File: config.mk
export PLATFORM = sky130hd
export DESIGN_NAME = settle_timer
export DESIGN_NICKNAME = d
export VERILOG_FILES = /design/src/rtl/settle_timer.sv
export SDC_FILE = /design/constraint.sdc
export NUM_CORES = 1
export LEC_CHECK = 0
export CAP_MARGIN = 15
export CORE_AREA = 2 2 39 41
export DETAILED_ROUTE_END_ITERATION = 12
export DIE_AREA = 0 0 41 43
export PLACE_DENSITY = 0.4
export SYNTH_ARGS = -nofsm -noshare
export SYNTH_HDL_FRONTEND = slang
export SYNTH_SLANG_ARGS = --single-unit
File: constraint.sdc
create_clock -name clk -period 1.5 [get_ports clk]
set_input_delay 0.225 -clock clk [delete_from_list [all_inputs] [get_ports clk]]
set_output_delay 0.225 -clock clk [all_outputs]
set_load 0.05 [all_outputs]
File: src/rtl/settle_timer.sv
// Loadable down-counter that times how long operands are held before sampling.
//   clk, rst_n   clock, asynchronous active-low reset
//   load_i       load value_i into the counter (takes priority over count_i)
//   value_i      reload value
//   count_i      decrement by one; holds at zero
//   zero_o       counter is zero
module settle_timer #(
   parameter int unsigned Width = 4
) (
   input  logic             clk,
   input  logic             rst_n,
   input  logic             load_i,
   input  logic [Width-1:0] value_i,
   input  logic             count_i,
   output logic             zero_o
);

   logic [Width-1:0] cnt_q;

   always_ff @(posedge clk or negedge rst_n) begin
      if (!rst_n) begin
         cnt_q <= '0;
      end else if (load_i) begin
         cnt_q <= value_i;
      end else if (count_i && (cnt_q != '0)) begin
         cnt_q <= cnt_q - 1'b1;
      end
   end

   assign zero_o = (cnt_q == '0);

endmodule

==> results.md <==
- Core ar.: 0.00138 mm2
- Worst Path Max Fanout: 2
- Worst Path Required: 1.27 ns
- Normalized max-slew margin: 81.7%
- Synth area leaders: dfrtp_1 37%, nor4b_2 5.6%, ha_1 4.6%
- Clock slew at reported path FFs: 0.04 ns
- Die Ht: 43 um
- Final worst-path cycle share: 96.0%
- Switching Share: 28.0%
- Max Buffers Root-to-Sink: 2
- Number of global-route vias before repair: 242
- Hold-fix buffer count after cts: 0
- Biggest area consumer among synthesized cells: dfrtp_1
- Power share of the combinational group: 33.4%
- Power per cell area: 885 mW/mm2
- Die area: 0.00176 mm2
- Worst reg2reg path depth: 6
- I/O Pins: 9
- Final Setup Violations: 0
- Fill count: 141
- Status: finished, final reports clean
- Worst EP arrival: 1.22 ns
- Seq pwr share: 33.7%
- Finished Cell Area: 455 um2
- Top reg by flops: cnt_q
- Worst Tran Pin Value: 0.274 ns
- Final WL: 621 um
- Top cell type's share of synthesized area: 37.0%
- Ys Warns: 0
- Drc violations: 0
- Slowest CP cell: dfrtp_1
- Unrepaired setup endpoints after global routing: true
- Nets: 54
- Worst VDD drop: 0.000284 V
- Sw Pwr: 113 uW
- Clock network fraction of total power: 32.9%
- Placed Area: 400 um2
- Die Wd: 41 um
- Adder-cell area share of the yosys netlist: 4.63%
- Overall Power: 403 uW
- Largest family of logic cells by synthesized area: simple AND/OR/NAND/NOR gates
- Maximum clock frequency: 694 MHz
- # port buffers: 8
- Clock root buffer: clkbuf_4
- Hold/Removal Path Class: input pin to async pin
- Mean post-synth cell area: 10.0 um2
- Post-Synth Simple-Gate Area: 30.1%
- Clk_skew: 0.00213 ns
- Post-route insts no fill: 59
- Worst-path cell chain: inv_2 -> ha_4 -> nor3b_4 -> buf_12
- Syn Inst Count: 27
- Crit Path Category: flip-flop to output pin
- Total number of vias: 249
- Xor/xnor cell area share of the yosys netlist: 0%
- Largest register FFs: 4
- Area delta synth->final: 68.5%
- Synth unique cells: 18
- CTS tree: yes
- Number of buffers created by CTS: 3
- Clk_lat worst skew: 0.23 ns
- # H-tree levels: 1
- Startpoint Class: flip-flop
- Dpl hpwl: 487 um
- Static Leakage: 0.000194 uW
- Initial DRC Count: 1
- Post-synthesis sequential area ratio: 37.0%
- # rows: 14
- Placed cell count: 53
- GPL Wtd Cong: 0.623
- Inserted Diodes: 0
- Vias per cell: 4.22
- First-pass DRT Iterations: 2
- Initial antenna violation count: 0
- Max Cap Viol: 0
- Initial Util: 19.5%
- Post-synth net total: 36
- Mapped Area: 270 um2
- Final hold violation count: 0
- Biggest registers after layout: cnt_q x4
- Internal power: 290 uW
- Layout cells sized above 1: 37.2%
- Post-layout util: 32.9%
- DRT antenna net count: 0
- CTS sink count: 4
- Final Max Slew Viols: 0
- Seq cells post-synth: 4
- Mux cell area share after synthesis: 0%
- Aggregate global routing overflow: 0
- Total GRT Usage: 9.67%
- Final TNS setup: 0 ns
- Largest net degree at the start of global routing: 6
- First-pass GRT wire length: 1080 um
- Post-synthesis compound-gate area fraction: 19.9%
- CP peak stage delay: 0.38 ns
- Final min period: 1.44 ns
- WL/cell: 10.5 um
- Crit. End Element: output pin
## cell families (layout without fill, tap and decap cells)
kind of cell               Yosys count  count (layout)
AOI/OAI and AO/OA                    7               7
and+or+nand+nor                     11              11
buffers and inverters                4              20
adders and majority gates            1               1
DFF                                  4               4
## final timing paths
kind                            start  slack (ns)       end
setup / recovery             cnt_q[1]        0.06    zero_o
hold / removal                  rst_n        0.20  cnt_q[1]
setup reg to reg             cnt_q[1]        0.07  cnt_q[1]
hold reg to reg              cnt_q[2]        0.71  cnt_q[2]
max in group asynchronous       rst_n        1.13  cnt_q[3]
min in group clk           value_i[2]        0.57  cnt_q[2]
## cells in the mapped netlist, drive strengths merged
library cell  n
or2b          1
and4b         1
nand2         3
or4           1
nor3          2
o211ai        1
nor4b         1
dfrtp         4
o31a          1
a21oi         1
inv           3
o21a          1
nor3b         2
o21ai         2
a221o         1
ha            1
buf           1
## through the flow
step                setup slack, ns  hold WS, ns
global route                -0.0112        0.213
CTS                        0.000113        0.195
finish                       0.0599        0.200
global placement             0.0329        0.440
floorplan                    -0.142      -0.0706
detailed placement           0.0196        0.449
## layout by cell type (no fill, tap or decap), drive strengths merged
| cell | n |
|---|---|
| clkbuf | 3 |
| o211ai | 1 |
| nand2 | 3 |
| inv | 3 |
| and4b | 1 |
| o31a | 1 |
| nor3 | 2 |
| ha | 1 |
| or2b | 1 |
| nor3b | 2 |
| o21a | 1 |
| clkdlybuf4s50 | 7 |
| o21ai | 2 |
| nor4b | 1 |
| a21oi | 1 |
| dfrtp | 4 |
| buf | 7 |
| a221o | 1 |
| or4 | 1 |
## power groups by stage
stage | clock [uW] | combinational [uW] | sequential [uW]
floorplan | 0 | 63.1 | 137
global placement | 0 | 111 | 138
detailed placement | 0 | 112 | 138
CTS | 144 | 123 | 137
global route | 151 | 147 | 138
finish | 133 | 134 | 136
## critical path: cells and delay by family (launching register included)
family	cells	cell delay (ns)
adder cells (fa/ha/maj)	1	0.13
buffers and inverters	2	0.24
flip-flops	1	0.38
AND/OR/NAND/NOR	1	0.23
## layer usage
layer	global-route usage [%]	vias to the layer above	share of wire (%)
met1	13.3	111	47
met5	0	-	0
li1	-	132	-
met3	3.14	0	5.0
met2	10.6	6	48
met4	10.0	0	0
## repair_timing
item | in CTS | in global routing
endpoints found under the hold margin | 0 | 0
setup endpoints to repair | 1 | 3
buffers inserted | 1 | 2
pin swaps | 0 | 1
resized for setup | 2 | 1
## cell type report
class	instances	area [um2]	share of cell area, %
Tap cell	16	20.0	4.40
Inverter	3	11.3	2.47
Timing Repair Buffer	14	135	29.7
Sequential cell	4	100	22.0
Clock buffer	3	22.5	4.95
Multi-Input combinational cell	19	166	36.5
No activity file was read; power rests on OpenSTA's default activity.
